<file path="config.mk">
export PLATFORM = sky130hd
export DESIGN_NAME = pi_sample_sched
export DESIGN_NICKNAME = d
export VERILOG_FILES = /design/src/rtl/pi_sample_sched.sv
export SDC_FILE = /design/constraint.sdc
export NUM_CORES = 1
export LEC_CHECK = 0
export BUFFER_PORTS_ARGS = -buffer_cell sky130_fd_sc_hd__buf_2
export CELL_PAD_IN_SITES_DETAIL_PLACEMENT = 1
export CELL_PAD_IN_SITES_GLOBAL_PLACEMENT = 1
export CORE_MARGIN = 2
export CORE_UTILIZATION = 41
export DETAILED_ROUTE_END_ITERATION = 10
export PLACE_DENSITY = 0.83
export SYNTH_ARGS = -nofsm -noshare
export SYNTH_HDL_FRONTEND = slang
export SYNTH_SLANG_ARGS = --single-unit
</file>
<file path="constraint.sdc">
create_clock -name clk -period 4.3 [get_ports clk]
set_clock_uncertainty 0.1 [all_clocks]
set_input_delay 0.43 -clock clk [delete_from_list [all_inputs] [get_ports clk]]
set_output_delay 0.43 -clock clk [all_outputs]
set_load 0.02 [all_outputs]
</file>
<file path="src/rtl/pi_sample_sched.sv">
// pi_sample_sched: periodic sampler and sequencer in front of the PI stage.
// Forms the saturated error ek = sat(ref_in - fb_in), keeps the previous error
// and output, pulses pista, waits PI_LAT cycles, then commits uk_in.
// Optional: define ERR_DEADBAND_EN to add the `deadband` input, which zeroes
// ek when the magnitude of the saturated error is within the deadband.
//
// state  | meaning
// IDLE   | sampling disabled
// WAIT   | enabled, waiting for the period tick
// SAMPLE | register ek / ek_ex
// START  | pista high for one cycle
// RUN    | PI computing, PI_LAT cycles
// COMMIT | capture uk_in into uk_ex / uk_out
module pi_sample_sched #(
    parameter int WIDTH  = 32,
    parameter int CNT_W  = 16,
    parameter int PI_LAT = 5
) (
    input  logic             clk,
    input  logic             rst_n,
    input  logic             en,
    input  logic [CNT_W-1:0] period,
    input  logic [WIDTH-1:0] ref_in,
    input  logic [WIDTH-1:0] fb_in,
    input  logic [WIDTH-1:0] uk_in,
    input  logic             ovr_clr,
`ifdef ERR_DEADBAND_EN
    input  logic [WIDTH-1:0] deadband,
`endif
    output logic             pista,
    output logic [WIDTH-1:0] ek,
    output logic [WIDTH-1:0] ek_ex,
    output logic [WIDTH-1:0] uk_ex,
    output logic [WIDTH-1:0] uk_out,
    output logic             uk_valid,
    output logic             busy,
    output logic             overrun
);

    localparam int RUN_W = (PI_LAT > 1) ? $clog2(PI_LAT + 1) : 1;
    localparam logic [WIDTH-1:0] SAT_MAX = {1'b0, {(WIDTH-1){1'b1}}};
    localparam logic [WIDTH-1:0] SAT_MIN = {1'b1, {(WIDTH-1){1'b0}}};

    typedef enum logic [2:0] {
        S_IDLE,
        S_WAIT,
        S_SAMPLE,
        S_START,
        S_RUN,
        S_COMMIT
    } state_t;

    state_t           state;
    logic [CNT_W-1:0] cnt;
    logic [CNT_W-1:0] per_m1;
    logic             tick;
    logic [RUN_W-1:0] run_cnt;
    logic             first;
    logic             en_d;
    logic [WIDTH:0]   diff;
    logic [WIDTH-1:0] sat;
    logic [WIDTH-1:0] ek_next;
`ifdef ERR_DEADBAND_EN
    logic [WIDTH-1:0] mag;
`endif

    // Terminal count of the period counter; a period of 0 behaves like 1.
    always_comb begin
        per_m1 = (period == '0) ? '0 : period - CNT_W'(1);
        tick   = en && (cnt == per_m1);
    end

    // Period counter; wraps on >= so a shrunken period takes effect at once.
    always_ff @(posedge clk or negedge rst_n) begin
        if (!rst_n)
            cnt <= '0;
        else if (!en || cnt >= per_m1)
            cnt <= '0;
        else
            cnt <= cnt + CNT_W'(1);
    end

    // Saturating subtraction in WIDTH+1 bits, optional deadband on the result.
    always_comb begin
        diff = {ref_in[WIDTH-1], ref_in} - {fb_in[WIDTH-1], fb_in};
        if (diff[WIDTH] != diff[WIDTH-1])
            sat = diff[WIDTH] ? SAT_MIN : SAT_MAX;
        else
            sat = diff[WIDTH-1:0];
`ifdef ERR_DEADBAND_EN
        if (sat == SAT_MIN)
            mag = SAT_MAX;
        else if (sat[WIDTH-1])
            mag = -sat;
        else
            mag = sat;
        ek_next = (mag <= deadband) ? '0 : sat;
`else
        ek_next = sat;
`endif
    end

    // Sequencer FSM with registered outputs and sticky overrun flag.
    always_ff @(posedge clk or negedge rst_n) begin
        if (!rst_n) begin
            state    <= S_IDLE;
            run_cnt  <= '0;
            first    <= 1'b1;
            en_d     <= 1'b0;
            pista    <= 1'b0;
            ek       <= '0;
            ek_ex    <= '0;
            uk_ex    <= '0;
            uk_out   <= '0;
            uk_valid <= 1'b0;
            busy     <= 1'b0;
            overrun  <= 1'b0;
        end else begin
            en_d     <= en;
            pista    <= 1'b0;
            uk_valid <= 1'b0;
            if (en && !en_d)
                first <= 1'b1;
            // A tick while a sequence is in flight is lost; set beats clear.
            if (tick && state != S_IDLE && state != S_WAIT)
                overrun <= 1'b1;
            else if (ovr_clr)
                overrun <= 1'b0;
            case (state)
                S_IDLE: begin
                    if (en)
                        state <= S_WAIT;
                end
                S_WAIT: begin
                    if (!en) begin
                        state <= S_IDLE;
                    end else if (tick) begin
                        state <= S_SAMPLE;
                        busy  <= 1'b1;
                    end
                end
                S_SAMPLE: begin
                    ek    <= ek_next;
                    ek_ex <= first ? '0 : ek;
                    first <= 1'b0;
                    pista <= 1'b1;
                    state <= S_START;
                end
                S_START: begin
                    run_cnt <= RUN_W'(PI_LAT - 1);
                    state   <= S_RUN;
                end
                S_RUN: begin
                    if (run_cnt == '0)
                        state <= S_COMMIT;
                    else
                        run_cnt <= run_cnt - RUN_W'(1);
                end
                S_COMMIT: begin
                    uk_ex    <= uk_in;
                    uk_out   <= uk_in;
                    uk_valid <= 1'b1;
                    busy     <= 1'b0;
                    state    <= en ? S_WAIT : S_IDLE;
                end
                default: begin
                    state <= S_IDLE;
                    busy  <= 1'b0;
                end
            endcase
        end
    end

endmodule

</file>
Word level (Yosys, flattened, before mapping)
Cells that the tools add are included.
Widths: inputs -> output; s select.
{ "op_classes": {"mul": 0, "addsub": 4, "n_mux": 22, "bitwise": 1, "order_cmp": 1, "n_div": 0, "n_shift": 0, "reduce_logical": 18, "eq_ne": 14} }
{ "ops": {"columns": ["cell", "n"], "rows": [
  ["$mux 32", 3],
  ["$sub 32x32->33", 1],
  ["$mux 16", 2],
  ["$pmux 3 s6", 1],
  ["$add 16x1->16 const B", 1],
  ["$eq 16x16->1", 1],
  ["$ge 16x16->1", 1],
  ["$logic_not 16->1", 1],
  ["$sub 16x1->16 const B", 1],
  ["$mux 3", 5],
  ["$ne 2x2->1 const B", 5],
  ["$mux 1", 9],
  ["$eq 3x2->1 const B", 2],
  ["$eq 3x3->1 const B", 2],
  ["$logic_not 3->1", 2],
  ["$pmux 3 s2", 1],
  ["$reduce_and 3->1", 2],
  ["$reduce_bool 2->1", 3],
  ["$logic_and 1x1->1", 4],
  ["$reduce_or 4->1", 1],
  ["$eq 3x1->1 const B", 1],
  ["$ne 3x1->1 const B", 1],
  ["$ne 3x3->1 const B", 1],
  ["$reduce_bool 3->1", 1],
  ["other kinds (7)", 8]
]} }
{ "totals": {"register_bits": 124, "ramBits": 0, "latchBits": 0, "memories": 0, "rom_bits": 0, "output_inout_bits": 132, "in_bits": 116} }

Longest topological paths before layout
{ "depth": {"ltp_word": 7, "mapped_depth": 17, "ltp_nobuf": 16} }

Least setup slack after synthesis
Ideal clock, no wire load.
{ "synth_timing": {"kind": "input-to-reg", "start": "input port period[7]", "end": "register cnt[10]", "n_path_buf": 1, "arrival_ps": 3531, "slack_ps": 537, "cell_stages": 17, "cell_sequence": "nor4_1 nor3b_1 nand2_1 nor4_1 xor2_1 nand2_1 ha_1 nand4_1 nor2_1 nand2_1 or3_1 nand2_1 inv_1 and3_1 o221ai_1 clkbuf_1 nor2_1"} }
{ "synth_between": {"elab_chain_len": 5, "word_cells_on_any_way": 6, "cone_classes": "add/sub (1); order compare (1); mux (2); reduce/logical (2)"} }
{ "synth_rtl": {"columns": ["element", "line_no", "source"], "rows": [
  ["from (decl)", "22", "input logic [CNT_W-1:0] period,"],
  ["$sub 16x1->16 / $logic_not 16->1 (equally long branches)", "69", "per_m1 = (period == '0) ? '0 : period - CNT_W'(1);"],
  ["$mux 16 (*)", "69", null],
  ["$ge 16x16->1 (*)", "77", "else if (!en || cnt >= per_m1)"],
  ["$logic_or 1x1->1 (*)", "77", null],
  ["$mux 16 (*)", "77", null],
  ["to (signal assigned)", "80", "cnt <= cnt + CNT_W'(1);"],
  ["to (decl)", "54", "logic [CNT_W-1:0] cnt;"]
]} }
Mark *: on every way between the ends. The rest lies on a longest branch, timed or not.
A chain may end at the register's enable or synchronous reset.

Worst setup path after layout
{ "layout_timing": {"start": "input port period[6]", "end": "register cnt[2]"} }
The elaborated chain is that of the path after synthesis.

==> qor.yml <==
status: "completed"
overflow: 0
die_width_microns: 144
yosysWarnings: 0
synth_top_area_cell: "dfrtp_1"
rows: 51
clock-sinks: 124
num_vias: 7366
ctsHoldBuffers: 0
clock.fmax_mhz: 265
drt-initial-drc-count: 245
netlist_instances: 960
antenna_found_initial: 0
seq_area_sq_um: 3100
grt_setup_unrepaired: "no"
wl_per_cell_microns: 16.1
place.gp.congestion: 0.841
drive_above_1_share_pct: 27.6
fin_setup_tns_ns: 0
netlist.area_leader.share_pct: 38.2
initial_core_util_pct: 41.6
yosys_most_used_dff: "dfrtp_1"
grt_start_max_net_pins: 67
h-tree-depth: 4
post_synth.cell_area_avg_sq_um: 8.40
drv_cap: 0
clockBufferDepth: 2
layout_min_cycle_time_ns: 3.77
hold_class: "in -> async"
slew_viol_final: 0
die_h_microns: 144
clockRootBuffer: "clkbuf_16"
arrival_ns: 3.96
syn_nets: 1130
multiInputGateArea_sq_um: 4350
core-area_sq_um: 19400
crit_fanout: 16
cp-end-kind: "register"
cts_tree: "yes"
period_share_pct: 87.8
viasPerCell: 5.09
synth_seq_area_share_pct: 38.5
first_pass_iters: 4
ant_nets: 0
p_per_area_nw_per_um2: 320
ios: 248
ir_worst_vdd_mv: 0.260
yosysUniqueCellTypes: 71
dp_hpwl_microns: 18400
tightest_slew_ns: 1.01
clk_transition_reported_paths_ns: 0.05
criticalPathCategory: "in -> reg"
dp.cells: 1414
nFillCells: 2471
maxSlewHeadroom_pct: 32.3
setup_viol: 0
cts_buffers: 17
synth_enable_flop_cells: 0
grt_pass1_vias: 7403
wl_microns: 23300
diodes: 0
io_buffers: 247
p_leak_nw: 4.93
final_cell_mix: "buf_2, nand2_1, dfrtp_1"
syn_to_final_growth_pct: 23.1
finalNonFillerCells: 1446
ys_ff_latch: 124
synthArstFlopShare_pct: 100
grt.total_usage_pct: 22.4
dieArea_sq_um: 20800
cp-start-kind: "input pin"
synth.area.top_cells: "dfrtp_1, nand2_1, ha_1"
required_ns: 4.49
netlist_area_sq_um: 8060
drc: 0
post_cts_buffers: 0
hold_violations: 0
fin_nets: 1338
final_common_cell: "buf_2"
grt_first_pass_wirelength_microns: 37100
power.total_mw: 3.17
clk_latency_ns: 0.41
cts-resized-gates: 0
## worst max-delay path: stages
cell and delay [ns]:
buf_2 0.12, nor4_1 0.44, nor3b_1 0.45, nand2_1 0.17, nor4_1 0.26, xor2_1 0.18
nand2_1 0.08, ha_1 0.32, nand4_1 0.13, nor2_1 0.17, nand2_1 0.09, or3_1 0.41
nand2_1 0.09, inv_1 0.06, and3_1 0.15, o221ai_1 0.08, buf_4 0.25, nor2_1 0.07
## final cells by class
cell class                 count  area share (%)
clock inverter                13            1.44
timing repair buffer         258            13.3
clock buffer                  19            4.56
tap                          265            3.34
sequential                   124            31.3
multi-input combinational    708            43.8
inverter                      59            2.23
## cells by family (layout without fill, tap and decap cells)
family / after synthesis / after routing / synth area share, %
and+or+nand+nor: 403 / 403 / 22.9
AOI/OAI and AO/OA: 188 / 188 / 15.3
buffers and inverters: 128 / 349 / 7.66
DFF: 124 / 124 / 38.5
adders and majority gates: 66 / 66 / 10.1
xor gates and xnor gates: 48 / 48 / 5.21
muxes: 3 / 3 / 0.388
## worst paths after layout
kind	cells past startpoint	slack, ns	startpoint	to
min in group clk	3	0.11	uk_in[12]	uk_out[12]$_DFFE_PN0P_
max in group asynchronous	2	3.06	rst_n	uk_out[5]$_DFFE_PN0P_
hold reg to reg	2	0.37	ek_ex[31]$_DFFE_PN0P_	ek_ex[31]$_DFFE_PN0P_
hold / removal	1	0.02	rst_n	uk_out[25]$_DFFE_PN0P_
setup / recovery	18	0.53	period[6]	cnt[2]$_DFF_PN0_
setup reg to reg	11	1.85	cnt[13]$_DFF_PN0_	cnt[2]$_DFF_PN0_
## registers in the layout, indices dropped and copies added, names as in the netlist
name,count
ek,32
cnt,16
pista,1
state,3
busy,1
en_d,1
first,1
ek_ex,32
run_cnt,3
uk_out,32
overrun,1
uk_valid,1
## cells in the mapped netlist, types with 2 or more instances
cell / n
a2111oi_0: 2
a211o_1: 3
a211oi_1: 5
a21o_1: 15
a21oi_1: 32
a21oi_2: 2
a31o_2: 2
a31oi_1: 7
and3_1: 10
buf_2: 5
buf_4: 33
clkbuf_1: 29
dfrtp_1: 123
ha_1: 53
inv_1: 59
maj3_1: 2
maj3_2: 10
mux2i_1: 2
nand2_1: 211
nand2b_1: 42
nand3_1: 21
nand3b_1: 2
nand4_1: 9
nor2_1: 64
nor2b_1: 8
nor3_1: 8
nor3b_1: 4
nor4_1: 9
o2111a_1: 3
o2111ai_1: 2
o21a_1: 7
o21ai_0: 64
o21ai_1: 17
o21ai_2: 5
o21bai_1: 2
o31ai_1: 3
or2_2: 3
or3_1: 3
xnor2_1: 23
xor2_1: 25
## through the flow
step / cell area, sq um / hold slack [ns] / setup WS (ns) / util [%]
floorplan: 8060 / 0.0344 / 0.537 / -
global placement: 9330 / 0.358 / 0.340 / 48.1
detailed placement: 9330 / 0.366 / 0.231 / 48.1
CTS: 9920 / 0.0534 / 0.581 / 51.2
global route: 9920 / 0.0775 / 0.174 / 51.2
finish: 9920 / 0.0216 / 0.526 / 51.2
## per-layer routing
metal  wire length (microns)  vias up  global-route usage [%]
li1                        -     3623                       -
met1                    9750     3507                    26.6
met2                   11900      194                    40.6
met3                    1140       42                    3.91
met4                     533        0                    7.92
met5                       0        -                       0
## report_power, final
| part | switching (mW) | internal, mW | leakage, nW |
|---|---|---|---|
| clock network | 0.533 | 0.885 | 0.278 |
| logic | 0.326 | 0.245 | 3.26 |
| registers | 0.00821 | 1.17 | 1.39 |
Note: power is estimated with default switching activity, not from simulation.
